## src/rtl/vedic_mul_rr_arbiter.sv

```systemverilog
// Round-robin front end sharing one external combinational 8x8 Vedic multiplier
// among NUM_REQ requesters; operands and product are both registered.
//
//   state | meaning
//   ------+------------------------------------------------------------
//   IDLE  | no operation in flight, ready to accept a request
//   CALC  | operands on mul_a/mul_b, multiplier settling this cycle
//   DONE  | product held on res_y/res_id, res_valid high until consumed
module vedic_mul_rr_arbiter #(
   parameter int NUM_REQ = 4,
   parameter int ID_W    = 2
) (
   input  logic                 clk,
   input  logic                 rst,
   input  logic [NUM_REQ-1:0]   req_valid,
   output logic [NUM_REQ-1:0]   req_ready,
   input  logic [8*NUM_REQ-1:0] req_a,
   input  logic [8*NUM_REQ-1:0] req_b,
   output logic [7:0]           mul_a,
   output logic [7:0]           mul_b,
   input  logic [15:0]          mul_y,
   output logic                 res_valid,
   input  logic                 res_ready,
   output logic [15:0]          res_y,
   output logic [ID_W-1:0]      res_id,
   output logic                 busy
);

   if (NUM_REQ < 2 || NUM_REQ > 8) begin : g_bad_num_req
      $error("vedic_mul_rr_arbiter: NUM_REQ must be 2..8");
   end
   if (ID_W < $clog2(NUM_REQ)) begin : g_bad_id_w
      $error("vedic_mul_rr_arbiter: ID_W too narrow for NUM_REQ");
   end

   typedef enum logic [1:0] {IDLE, CALC, DONE} state_t;

   state_t          state;
   logic [ID_W-1:0] rr_ptr;
   logic [ID_W-1:0] id_q;
   int              grant_idx;
   logic            grant_found;
   logic            accept;
   logic            handshake;

   // Search starts at rr_ptr and wraps modulo NUM_REQ, so non-power-of-2 counts work.
   always_comb begin
      grant_idx   = 0;
      grant_found = 1'b0;
      for (int k = 0; k < NUM_REQ; k++) begin
         int idx;
         idx = int'(rr_ptr) + k;
         if (idx >= NUM_REQ) idx = idx - NUM_REQ;
         if (!grant_found && req_valid[idx]) begin
            grant_idx   = idx;
            grant_found = 1'b1;
         end
      end
   end

   assign accept    = !rst && ((state == IDLE) || (state == DONE && res_ready));
   assign handshake = accept && grant_found;

   always_comb begin
      req_ready = '0;
      if (handshake) req_ready[grant_idx] = 1'b1;
   end

   always_ff @(posedge clk or posedge rst) begin
      if (rst) begin
         state     <= IDLE;
         rr_ptr    <= '0;
         id_q      <= '0;
         mul_a     <= '0;
         mul_b     <= '0;
         res_y     <= '0;
         res_id    <= '0;
         res_valid <= 1'b0;
         busy      <= 1'b0;
      end else begin
         case (state)
            IDLE: begin
               if (handshake) begin
                  mul_a  <= req_a[8*grant_idx +: 8];
                  mul_b  <= req_b[8*grant_idx +: 8];
                  id_q   <= ID_W'(grant_idx);
                  rr_ptr <= (grant_idx == NUM_REQ-1) ? '0 : ID_W'(grant_idx + 1);
                  state  <= CALC;
                  busy   <= 1'b1;
               end
            end
            CALC: begin
               res_y     <= mul_y;
               res_id    <= id_q;
               state     <= DONE;
               res_valid <= 1'b1;
               busy      <= 1'b1;
            end
            DONE: begin
               if (res_ready) begin
                  res_valid <= 1'b0;
                  if (handshake) begin
                     mul_a  <= req_a[8*grant_idx +: 8];
                     mul_b  <= req_b[8*grant_idx +: 8];
                     id_q   <= ID_W'(grant_idx);
                     rr_ptr <= (grant_idx == NUM_REQ-1) ? '0 : ID_W'(grant_idx + 1);
                     state  <= CALC;
                  end else begin
                     state <= IDLE;
                     busy  <= 1'b0;
                  end
               end
            end
            default: begin
               state     <= IDLE;
               res_valid <= 1'b0;
               busy      <= 1'b0;
            end
         endcase
      end
   end

endmodule

```

## config.mk

```make
export PLATFORM = sky130hd
export DESIGN_NAME = vedic_mul_rr_arbiter
export DESIGN_NICKNAME = d
export VERILOG_FILES = /design/src/rtl/vedic_mul_rr_arbiter.sv
export SDC_FILE = /design/constraint.sdc
export NUM_CORES = 1
export LEC_CHECK = 0
export CAP_MARGIN = 15
export CORE_MARGIN = 1
export CORE_UTILIZATION = 45
export DETAILED_ROUTE_END_ITERATION = 10
export PLACE_DENSITY = 0.82
export SLEW_MARGIN = 20
export SYNTH_ARGS = -nofsm -noshare
export SYNTH_HDL_FRONTEND = slang
export SYNTH_SLANG_ARGS = --single-unit
export TNS_END_PERCENT = 5
```

## constraint.sdc

```tcl
create_clock -name clk -period 6.05 [get_ports clk]
set_input_delay 1.815 -clock clk [delete_from_list [all_inputs] [get_ports clk]]
set_output_delay 1.815 -clock clk [all_outputs]
set_load 0.1 [all_outputs]
```

* After elaboration in Yosys (flattened, before gate mapping)
Index checks and enable logic that the tools add are counted.
** Operators by class
- Add/sub/neg operators :: 8
- Magnitude comparators :: 10
- Equality and inequality tests :: 6
- Shifts and indexed selects :: 2
- Muxes and demuxes :: 50
- Bitwise gates (word level) :: 1
- Reduce and logical (&&, ||, !) cells :: 18
** Operators with widths (number)
- $mux 32 :: 8
- $lt 32x4->1 const B :: 5
- $shiftx 32x32->8 :: 2
- $eq 32x3->1 const B :: 1
- $ge 32x1->1 const B :: 1
- $mux 8 :: 4
- $pmux 8 s2 :: 2
- $mux 1 :: 18
- $mux 2 :: 7
- $sub 3x3->4 const B :: 3
- $ge 3x3->1 const B :: 3
- $bmux 1 s2 :: 4
- $pmux 2 s2 :: 2
- $logic_and 1x1->1 :: 7
- $add 2x2->3 const B :: 2
- $ne 2x2->1 const B :: 3
- $pmux 1 s3 :: 2
- $pmux 2 s3 :: 1
- $reduce_and 2->1 :: 3
- $logic_not 1->1 :: 4
- $mux 4 :: 1
- $sub 2x3->4 const B :: 1
- $add 2x1->3 const B :: 1
- $ge 2x3->1 const B :: 1
- other kinds (9) :: 9
** Storage, ports and cells
- Register bits :: 42
- Bits of input ports :: 87
- Output and inout bits :: 40
- Logic and storage cells :: 104

* Longest topological paths before layout
- Depth after elaboration :: 20
- Gate-level depth with buffers :: 13
- Depth with buffers taken out :: 9

* Worst setup path before layout
OpenSTA, ideal clock, no wires.
- Path kind :: input port to output port
- Start :: in rst
- End :: out req_ready[0]
- Data arrival time :: 4.397 ns
- Required time :: 4.235 ns
- Slack :: -0.162 ns
- Cell stages on the path :: 5
- Path buffers :: 1
- Cell sequence :: inv_1 o211ai_1 nor4_1 clkbuf_1 and2_1
** On the way
- Longest elaborated chain between the ends :: 4
** RTL lines
- start: declaration :: RTL line 14 : input logic rst,
- $logic_not 1->1 (no line)
- $logic_and 1x1->1 :: RTL line 61 : assign accept = !rst && ((state == IDLE) || (state == DONE && res_ready));
- $logic_and 1x1->1 :: RTL line 62 : assign handshake = accept && grant_found;
- $mux 4 :: RTL line 66 : if (handshake) req_ready[grant_idx] = 1'b1;
- end: declaration :: RTL line 16 : output logic [NUM_REQ-1:0] req_ready,
Every way passes these cells.

==> impl_metrics.tcl <==
set metrics [dict create \
    hold_viol 0 \
    ys_ff_latch 42 \
    final_common_cell "clkdlybuf4s50_1" \
    cts_num_sinks 42 \
    synth_edf_count 0 \
    path_class "in2out" \
    crit_required_ns 4.24 \
    worst_r2r_endpoint "mul_a[0]" \
    cp-endpoint "req_ready[0]" \
    antenna_cells 0 \
    slew-limit-headroom 0.316 \
    cts_hold_buf 0 \
    htree_levels 2 \
    die_y_microns 87.1 \
    tightest_slew_ns 1.02 \
    r2r_start "rr_ptr[0]" \
    globalplace.congestion 0.913 \
    antenna_found_initial 0 \
    place_hpwl_microns 7150 \
    final_util 0.687 \
    areaGrowthSynthToFinish_pct 45.4 \
    pre_cts_ws_ns 0.201 \
    cts_buffers 5 \
    ctsLongestPathBuffers 2 \
    slew_viol_final 0 \
    setup_viol 0 \
    regArea_sq_um 1050 \
    drt_iter0_drc 140 \
    grt_overflow 0 \
    yosys_most_used_dff "dfrtp_1" \
    clk_pin_slew_worst_paths_ns 0.09 \
    core_area_sq_um 6910 \
    syn_nets 412 \
    n_fill_cell 557 \
    avgSynthCellArea_sq_um 10.3 \
    pin_count 127 \
    max_freq_mhz 171 \
    arrival_ns 4.04 \
    nets 534 \
    cts_tree "yes" \
    clock_latency_ns 0.30 \
    grt_pass1_vias 3165 \
    io_buffers 126 \
    first_pass_iters 4 \
    syn_area_sq_um 3260 \
    clock-skew-final_ns 0.00415 \
    synth.distinct_cells 51 \
    final_cell_mix "clkdlybuf4s50_1, mux2_2, dfrtp_1" \
    drcViolationCount 0 \
    reg2reg_depth 9 \
    maxCapViolCount 0 \
    synth_top_area_cell "dfrtp_1" \
    drive_above_1_share 0.212 \
    async_reset_ff_frac 1.00 \
    groute.usage.overall 0.258 \
    post-route-min-period_ns 5.86 \
    start_kind "primary input" \
    drt-wirelength-per-cell_microns 18.0 \
    end_kind "output port" \
    via_per_inst 5.81 \
    grt_pass1_wl_microns 15100 \
    wl_microns 9640 \
    fin_ws_ns 0.195 \
    rsz0062_at_grt "false" \
    ff2ff_setup_slack_ns 2.45 \
    dieArea_sq_um 7590 \
    grt_max_degree 43 \
    synth.yosys.seq_area_share 0.322 \
    ant_nets 0 \
    synth_cells 316 \
    fp.dieW_microns 87.1 \
    hold_path.class "reg2reg" \
    synthTopCellsByArea "dfrtp_1, mux2_2, o22a_1" \
    multiInputGateArea_sq_um 2000 \
    start_util 0.472 \
    crit_start "req_valid[0]" \
    cts-root-buf "clkbuf_8" \
    status "complete, no violations" \
    num_vias 3107 \
    cp_max_fo 9 \
    num_rows 30 \
    period_share 0.968 \
    netlist.area_leader.share 0.322 \
    yosys_warnings 0 \
    fin_tns_setup_ns 0 \
]
-- worst max-delay path, cell delays in order --
cell and delay (ns):
clkdlybuf4s50_1 0.44, buf_4 0.18, mux4_2 0.49, nor2_1 0.19
o22a_1 0.27, inv_1 0.10, ha_1 0.21, and2_1 0.16
buf_12 0.17
-- synthesized netlist by cell type, types with 2 or more instances --
cell,number
o2111ai_1,16
mux2i_1,9
buf_4,4
nand2b_1,2
ha_1,9
buf_6,4
inv_1,12
mux2_2,45
o21ai_0,4
o211ai_2,10
buf_2,9
o211ai_1,6
o22a_1,18
dfrtp_1,42
nand3_1,2
o21ai_1,2
and2_1,4
a21o_1,2
mux2_1,6
mux4_2,2
nand2_1,25
a21oi_1,21
nor3_1,3
a22o_1,15
nor2b_1,2
and3b_1,2
clkbuf_1,9
nor2_1,8
-- logic make-up after synthesis --
group                    count (synthesis)  share of synthesized area
multiplexers                            63                      0.222
adder cells (fa/ha/maj)                  9                     0.0345
flip-flops                              42                      0.322
buffers and inverters                   40                     0.0683
AO/OA/AOI/OAI                          108                      0.274
AND/OR/NAND/NOR                         54                     0.0790
-- registers in the layout (all words and copies together) (netlist names) --
signal     cells
rr_ptr         2
res_y         16
mul_a          8
id_q           2
mul_b          8
state          2
res_valid      1
busy           1
res_id         2
-- routing by layer --
| metal | vias to the layer above | part of all wire | routed length, microns | GRT usage |
|---|---|---|---|---|
| met1 | 1522 | 0.41 | 3970 | 0.319 |
| met4 | 0 | 0.0055 | 53 | 0.0656 |
| met2 | 122 | 0.50 | 4860 | 0.445 |
| li1 | 1457 | - | - | - |
| met3 | 6 | 0.078 | 750 | 0.0692 |
| met5 | - | 0 | 0 | 0 |
-- per-stage QoR --
stage / hold WS, ns / cells / area [sq um]
floorplan: 0.444 / 316 / 3270
detailed placement: 0.478 / 527 / 4640
global route: 0.526 / 535 / 4740
global placement: 0.470 / 527 / 4640
CTS: 0.499 / 535 / 4740
finish: 0.499 / 535 / 4740
-- what timing repair did --
action | in CTS | in global routing
endpoints found under the setup margin | 0 | 1
hold endpoints to repair | 0 | 0
buffers inserted | 0 | 0
gates resized for setup | 0 | 1
-- layout make-up --
class / instances / area share
clock buffers: 5 / 0.0145
repair buffers: 142 / 0.300
flip-flops and latches: 42 / 0.222
clock inverters: 3 / 0.00580
well taps: 96 / 0.0253
inverters: 13 / 0.0111
multi-input cells: 234 / 0.422
-- worst min path at each step --
| stage | cells past startpoint | from | endpoint | slack [ns] |
|---|---|---|---|---|
| 6_report | 2 | mul_b[1] | mul_b[1] | 0.50 |
| 5_1_grt | 2 | mul_b[2] | mul_b[2] | 0.53 |
| 4_1_cts | 2 | mul_b[1] | mul_b[1] | 0.50 |
| 3_5_place_dp | 2 | mul_b[1] | mul_b[1] | 0.48 |
| 3_3_place_gp | 2 | mul_a[3] | mul_a[3] | 0.47 |
| 2_1_floorplan | 2 | id_q[0] | id_q[0] | 0.44 |
Power is left out: the tool's default activity adds up to more than one toggle a clock period on the data nets, which glitch-free logic cannot reach.
